`config.mk`:
```
export PLATFORM = sky130hd
export DESIGN_NAME = store_buffer_flat
export DESIGN_NICKNAME = d
export VERILOG_FILES = /design/src/rtl/store_buffer_if.sv /design/src/rtl/store_buffer.sv /design/src/flat_wrapper.sv
export SDC_FILE = /design/constraint.sdc
export NUM_CORES = 1
export LEC_CHECK = 0
export ABC_AREA = 0
export BUFFER_PORTS_ARGS = -buffer_cell sky130_fd_sc_hd__buf_2
export CORE_ASPECT_RATIO = 1.5
export CORE_MARGIN = 8
export CORE_UTILIZATION = 45
export CTS_BUF_LIST = sky130_fd_sc_hd__clkbuf_4 sky130_fd_sc_hd__clkbuf_8 sky130_fd_sc_hd__clkbuf_16
export CTS_CLUSTER_DIAMETER = 30
export DETAILED_ROUTE_END_ITERATION = 7
export PLACE_DENSITY_LB_ADDON = 0.15
export SYNTH_ARGS = -nofsm -noshare
export SYNTH_HDL_FRONTEND = slang
export SYNTH_SLANG_ARGS = --single-unit
```
`constraint.sdc`:
```
create_clock -name Clk -period 3.8 [get_ports Clk]
set_input_delay 0.19 -clock Clk [delete_from_list [all_inputs] [get_ports Clk]]
set_output_delay 0.19 -clock Clk [all_outputs]
set_load 0.01 [all_outputs]
```
`src/rtl/store_buffer_if.sv`:
```
// store_buffer_if: groups the store, load-forward, memory-write and flush
// signals of the store buffer into one bundle.
//   slave  modport : used by store_buffer (drives StoreReady, LoadHit,
//                    LoadHitData, MemWrite, MemAddress, MemWriteData,
//                    FlushDone, Count)
//   master modport : used by the pipeline/memory side driving the requests
//                    (StoreValid/Address/Data, LoadAddress, MemGrant, Flush)
interface store_buffer_if #(
  parameter int unsigned DEPTH = 4
);
  localparam int unsigned CW = $clog2(DEPTH) + 1;

  logic          StoreValid;
  logic [31:0]   StoreAddress;
  logic [31:0]   StoreData;
  logic          StoreReady;
  logic [31:0]   LoadAddress;
  logic          LoadHit;
  logic [31:0]   LoadHitData;
  logic          MemGrant;
  logic          MemWrite;
  logic [31:0]   MemAddress;
  logic [31:0]   MemWriteData;
  logic          Flush;
  logic          FlushDone;
  logic [CW-1:0] Count;

  modport master (
    output StoreValid, StoreAddress, StoreData, LoadAddress, MemGrant, Flush,
    input  StoreReady, LoadHit, LoadHitData, MemWrite, MemAddress,
           MemWriteData, FlushDone, Count
  );

  modport slave (
    input  StoreValid, StoreAddress, StoreData, LoadAddress, MemGrant, Flush,
    output StoreReady, LoadHit, LoadHitData, MemWrite, MemAddress,
           MemWriteData, FlushDone, Count
  );
endinterface

```
`src/rtl/store_buffer.sv`:
```
// store_buffer: in-order FIFO of pending stores between the MEM stage and
// data memory, with youngest-match load forwarding and a flush/drain FSM.
//   Clk   : single clock, all state updates on posedge
//   Reset : synchronous active-high reset
//   bus   : store_buffer_if.slave
//           StoreValid/StoreAddress/StoreData in, StoreReady out (push side)
//           LoadAddress in, LoadHit/LoadHitData out (forwarding)
//           MemGrant in, MemWrite/MemAddress/MemWriteData out (drain side)
//           Flush in, FlushDone out (one-cycle completion pulse)
//           Count out (number of valid entries)
module store_buffer #(
  parameter int unsigned DEPTH = 4
) (
  input  logic          Clk,
  input  logic          Reset,
  store_buffer_if.slave bus
);
  localparam int unsigned PW = $clog2(DEPTH);
  localparam logic [PW:0] FULL = (PW+1)'(DEPTH);

  typedef enum logic [1:0] {IDLE, ACTIVE, FLUSH} state_t;

  state_t        r_state;
  logic [31:0]   r_addr [DEPTH];
  logic [31:0]   r_data [DEPTH];
  logic [PW-1:0] r_head;
  logic [PW-1:0] r_tail;
  logic [PW:0]   r_count;
  logic          r_flush_done;

  logic          w_ready;
  logic          w_push;
  logic          w_pop;
  logic [PW:0]   w_count_next;
  logic [PW-1:0] w_idx;
  logic          w_hit;
  logic [31:0]   w_hit_data;

  // Ready depends on registered state only, never on MemGrant.
  assign w_ready      = (r_count < FULL) && (r_state != FLUSH);
  assign w_push       = bus.StoreValid && w_ready;
  assign w_pop        = (r_count != '0) && bus.MemGrant;
  assign w_count_next = r_count + {{PW{1'b0}}, w_push} - {{PW{1'b0}}, w_pop};

  assign bus.StoreReady   = w_ready;
  assign bus.MemWrite     = w_pop;
  assign bus.MemAddress   = (r_count != '0) ? r_addr[r_head] : '0;
  assign bus.MemWriteData = (r_count != '0) ? r_data[r_head] : '0;
  assign bus.FlushDone    = r_flush_done;
  assign bus.Count        = r_count;
  assign bus.LoadHit      = w_hit;
  assign bus.LoadHitData  = w_hit_data;

  // Walk entries oldest to youngest so the last match (youngest) wins.
  // Only registered entries are searched, so a same-cycle push is invisible.
  always_comb begin
    w_hit      = 1'b0;
    w_hit_data = '0;
    w_idx      = r_head;
    for (int unsigned k = 0; k < DEPTH; k++) begin
      w_idx = r_head + PW'(k);
      if (((PW+1)'(k) < r_count) && (r_addr[w_idx] == bus.LoadAddress)) begin
        w_hit      = 1'b1;
        w_hit_data = r_data[w_idx];
      end
    end
  end

  // Entry storage needs no reset: validity is tracked by head/count.
  always_ff @(posedge Clk) begin
    if (!Reset && w_push) begin
      r_addr[r_tail] <= bus.StoreAddress;
      r_data[r_tail] <= bus.StoreData;
    end
  end

  always_ff @(posedge Clk) begin
    if (Reset) begin
      r_state      <= IDLE;
      r_head       <= '0;
      r_tail       <= '0;
      r_count      <= '0;
      r_flush_done <= 1'b0;
    end else begin
      r_flush_done <= 1'b0;
      r_count      <= w_count_next;
      if (w_push) r_tail <= r_tail + PW'(1);
      if (w_pop)  r_head <= r_head + PW'(1);
      case (r_state)
        IDLE: begin
          if (bus.Flush) begin
            // A push accepted alongside the flush must drain first.
            if (w_push) r_state <= FLUSH;
            else        r_flush_done <= 1'b1;
          end else if (w_push) begin
            r_state <= ACTIVE;
          end
        end
        ACTIVE: begin
          if (bus.Flush) begin
            // Last entry leaving on the flush edge completes the flush at once.
            if (w_count_next == '0) begin
              r_state      <= IDLE;
              r_flush_done <= 1'b1;
            end else begin
              r_state <= FLUSH;
            end
          end else if (w_count_next == '0) begin
            r_state <= IDLE;
          end
        end
        FLUSH: begin
          if (w_count_next == '0) begin
            r_state      <= IDLE;
            r_flush_done <= 1'b1;
          end
        end
        default: r_state <= IDLE;
      endcase
    end
  end
endmodule

```
`src/flat_wrapper.sv`:
```
// flat-port wrapper written by rule: the top's interface ports become plain ports
module store_buffer_flat 
#(
  parameter int unsigned DEPTH = 4
)
  (Clk, Reset, bus_StoreValid, bus_StoreAddress, bus_StoreData, bus_LoadAddress, bus_MemGrant, bus_Flush, bus_StoreReady, bus_LoadHit, bus_LoadHitData, bus_MemWrite, bus_MemAddress, bus_MemWriteData, bus_FlushDone, bus_Count);
  store_buffer_if #(.DEPTH(DEPTH)) bus_i ();
  input  logic Clk;
  input  logic Reset;
  input wire logic [$bits(bus_i.StoreValid)-1:0] bus_StoreValid;
  input wire logic [$bits(bus_i.StoreAddress)-1:0] bus_StoreAddress;
  input wire logic [$bits(bus_i.StoreData)-1:0] bus_StoreData;
  input wire logic [$bits(bus_i.LoadAddress)-1:0] bus_LoadAddress;
  input wire logic [$bits(bus_i.MemGrant)-1:0] bus_MemGrant;
  input wire logic [$bits(bus_i.Flush)-1:0] bus_Flush;
  output wire logic [$bits(bus_i.StoreReady)-1:0] bus_StoreReady;
  output wire logic [$bits(bus_i.LoadHit)-1:0] bus_LoadHit;
  output wire logic [$bits(bus_i.LoadHitData)-1:0] bus_LoadHitData;
  output wire logic [$bits(bus_i.MemWrite)-1:0] bus_MemWrite;
  output wire logic [$bits(bus_i.MemAddress)-1:0] bus_MemAddress;
  output wire logic [$bits(bus_i.MemWriteData)-1:0] bus_MemWriteData;
  output wire logic [$bits(bus_i.FlushDone)-1:0] bus_FlushDone;
  output wire logic [$bits(bus_i.Count)-1:0] bus_Count;
  assign bus_i.StoreValid = bus_StoreValid;
  assign bus_i.StoreAddress = bus_StoreAddress;
  assign bus_i.StoreData = bus_StoreData;
  assign bus_i.LoadAddress = bus_LoadAddress;
  assign bus_i.MemGrant = bus_MemGrant;
  assign bus_i.Flush = bus_Flush;
  assign bus_StoreReady = bus_i.StoreReady;
  assign bus_LoadHit = bus_i.LoadHit;
  assign bus_LoadHitData = bus_i.LoadHitData;
  assign bus_MemWrite = bus_i.MemWrite;
  assign bus_MemAddress = bus_i.MemAddress;
  assign bus_MemWriteData = bus_i.MemWriteData;
  assign bus_FlushDone = bus_i.FlushDone;
  assign bus_Count = bus_i.Count;
  store_buffer #(.DEPTH(DEPTH)) u_core (.Clk(Clk), .Reset(Reset), .bus(bus_i));
endmodule
```
==> results.yml <==
run_status:
  outcome: "finished with violations"
  violations: "negative setup slack"
critical_path:
  worstSetupPathType: "reg -> out"
  crit_path_max_incr_delay_ps: 570
  crit_start: "u_core.r_head[0]$_SDFFE_PP0P_"
  crit_path_cell_trace: "buf_16, buf_4, mux4_2, xor2_4, nor4_4, nand3_4, nor4_4, buf_6, buf_12, buf_6, o211a_1, o21ai_1, a22oi_2, buf_2"
  r2r_slack_ps: 1120
  r2r-start: "u_core.bus.Count[1]$_SDFF_PP0_"
  cp-end-kind: "output port"
  crit_arrival_ps: 3820
  slowest_stage: "mux4_2"
  start_kind: "register"
  required_ps: 3610
  crit_fanout: 6
sta:
  hold_viol_final: 0
  fin_crit_sh_pct: 106
  slew_headroom_pct: 40.5
  finalWorstPathRequiredPeriod_ps: 4010
  max_freq_mhz: 249
  tightestPinTransition_ps: 893
  setup_viol: 33
  setup_ws_ps: -211
  drv_slew: 0
  finClkSkew_ps: 10.3
  rsz0062_at_grt: "true"
synthesis:
  postSynth.asyncResetShare_pct: 0
  yosysSeqAreaShare_pct: 44.7
  synth.distinct_cells: 51
  synth-edff-count: 256
  yosys_most_used_dff: "edfxtp_1"
  synth_fp_nets: 1422
  ys_ff_latch: 268
  syn_inst: 1313
  ys_warn_count: 0
  netlist_area_um2: 17700
  syn_avg_cell_area_um2: 13.5
finish:
  utilization_pct: 58.4
  layout_common_cells: "256 x edfxtp_1, 203 x buf_2, 173 x mux4_2"
  final_nets: 1747
  syn_to_final_growth_pct: 28.6
  n_fill_cell: 3106
  final_common_cell: "edfxtp_1"
  layout-drive-gt1-share_pct: 41.6
routing:
  wl_per_cell_um: 25.4
  initialDrtViolationCount: 832
  wirelength_um: 55000
  routed-via-count: 13100
  drt_first_pass_iters: 5
  drcViolationCount: 0
  viasPerCell: 6.05
  drtAntennaViolNets: 0
global_route:
  track_usage_pct: 23.2
  overflow: 0
  antenna_found_initial: 3
  grt_pass1_vias: 13800
  grt_pass1_wl_um: 81400
  grt_max_degree: 65
power:
  p_per_area_nw_per_um2: 607
  leakage_nw: 8.15
  ir_drop_v: 0.000428
  p_total_mw: 13.8
die:
  die_w_um: 178
  coreArea_um2: 39100
  rows: 89
  die_y_um: 259
  die_area_um2: 46200
  start_util_pct: 45.4
  ios: 204
hold_path:
  hold_start: "bus_StoreValid"
  min_path_type: "in -> reg"
placed_design:
  gp_congestion: 0.874
  dp_hpwl_um: 36800
  port_buffers: 203
clock_tree:
  worstSkewPairLatency_ps: 540
  htreeDepth: 2
  cts_tree: "built"
  clock_path_buffers: 3
  cts_root_buf: "clkbuf_16"
  numCtsBuffers: 42
  path_clk_slew_ps: 60
  clock_sinks: 268
run:
  maxCapViolCount: 0
-- report_power, final --
group	total, mW	internal [mW]	switching, mW
sequential	3.68	3.48	0.194
combinational	6.35	3.13	3.23
clock	3.81	2.38	1.43
total	13.8	8.99	4.85
-- layout make-up --
class	count	area, µm²	share of cell area, %
Multi-Input combinational cell	917	9580	42.0
Sequential cell	268	7940	34.8
Timing Repair Buffer	398	3200	14.0
Clock buffer	44	1080	4.75
Tap cell	500	626	2.74
Clock inverter	29	335	1.47
Inverter	11	41.3	0.181
Antenna cell	2	5.00	0.0219
-- metal layers --
layer,global-route usage [%],vias to the layer above,routed length [µm]
met3,3.62,139,3140
met4,11.4,2,2670
met5,0,-,13
met1,25.7,6690,20000
met2,42.2,470,29200
li1,-,5831,-
-- path summary, 6_finish.rpt --
path,endpoint,cells after the start
max,bus_LoadHitData[27],14
min reg2reg,u_core.r_tail[1]$_SDFFE_PP0N_,2
min,u_core.r_tail[1]$_SDFFE_PP0N_,4
max reg2reg,u_core.r_state[1]$_SDFFE_PP0P_,13
-- synthesized netlist by cell type, types with 3 or more instances --
| library cell | instances | area share [%] |
|---|---|---|
| o21ai_0 | 36 | 1.0 |
| nand3_1 | 36 | 1.0 |
| buf_4 | 9 | 0.38 |
| mux4_2 | 173 | 22 |
| mux2i_1 | 64 | 3.6 |
| a211oi_1 | 9 | 0.38 |
| a22oi_2 | 20 | 1.4 |
| nand2b_1 | 3 | 0.11 |
| o21ai_1 | 30 | 0.85 |
| mux2_2 | 37 | 2.3 |
| nand2_1 | 72 | 1.5 |
| dfxtp_1 | 12 | 1.4 |
| buf_2 | 29 | 0.82 |
| nand3b_1 | 3 | 0.13 |
| buf_6 | 7 | 0.44 |
| nand4_1 | 19 | 0.67 |
| o211a_1 | 32 | 1.8 |
| ha_1 | 7 | 0.49 |
| clkbuf_1 | 55 | 1.2 |
| buf_1 | 17 | 0.36 |
| edfxtp_1 | 256 | 43 |
| nor3_1 | 39 | 1.1 |
| nor2b_1 | 95 | 3.4 |
| o22ai_1 | 3 | 0.11 |
| xnor2_1 | 90 | 4.4 |
| nor2_1 | 50 | 1.1 |
| a21oi_1 | 7 | 0.20 |
| inv_1 | 11 | 0.23 |
| xor2_1 | 38 | 1.9 |
| and2_1 | 4 | 0.14 |
| nor4_1 | 10 | 0.35 |
| a22oi_1 | 14 | 0.59 |
-- flip-flops by register name, indices dropped and copies added, names as in the netlist, named ones only --
name,cells
u_core.r_addr,128
u_core.r_tail,2
u_core.bus.Count,3
u_core.r_head,2
u_core.bus.FlushDone,1
u_core.r_data,128
u_core.r_state,2
-- critical path, delay by kind of cell, from the launching register on --
family	cells	cell delay, ps
buffers and inverters	6	880
muxes	1	570
and+or+nand+nor	3	780
AOI/OAI and AO/OA	3	400
xor gates and xnor gates	1	230
DFF	1	410
-- metrics by stage --
stage	setup TNS [ps]	cell area [µm²]	setup slack [ps]	hold slack (ps)	cells
after floorplan	0	17700	788	262	1313
after global placement	0	19700	105	394	1976
after detailed placement	0	19700	100	394	1976
after CTS	-6570	22200	-279	45.7	2132
after global routing	-10620	22800	-389	56.5	2168
final	-4850	22800	-211	60.3	2169
-- cells by family after synthesis --
logic type,share of synthesized area [%]
buffers and inverters,3.40
adders and majority gates,0.607
and+or+nand+nor,9.79
AOI/OAI and AO/OA,7.27
DFF,44.7
muxes,27.9
xor gates and xnor gates,6.32
-- timing repair --
action                     in CTS  in global routing
gates resized for setup        36                 51
cloned                          6                  5
hold buffers                   66                  0
hold endpoints to repair      266                  0
pin swaps                      13                 17
setup endpoints to repair      33                 33
buffers inserted               11                 33
Power figures use the tool's default switching activity.
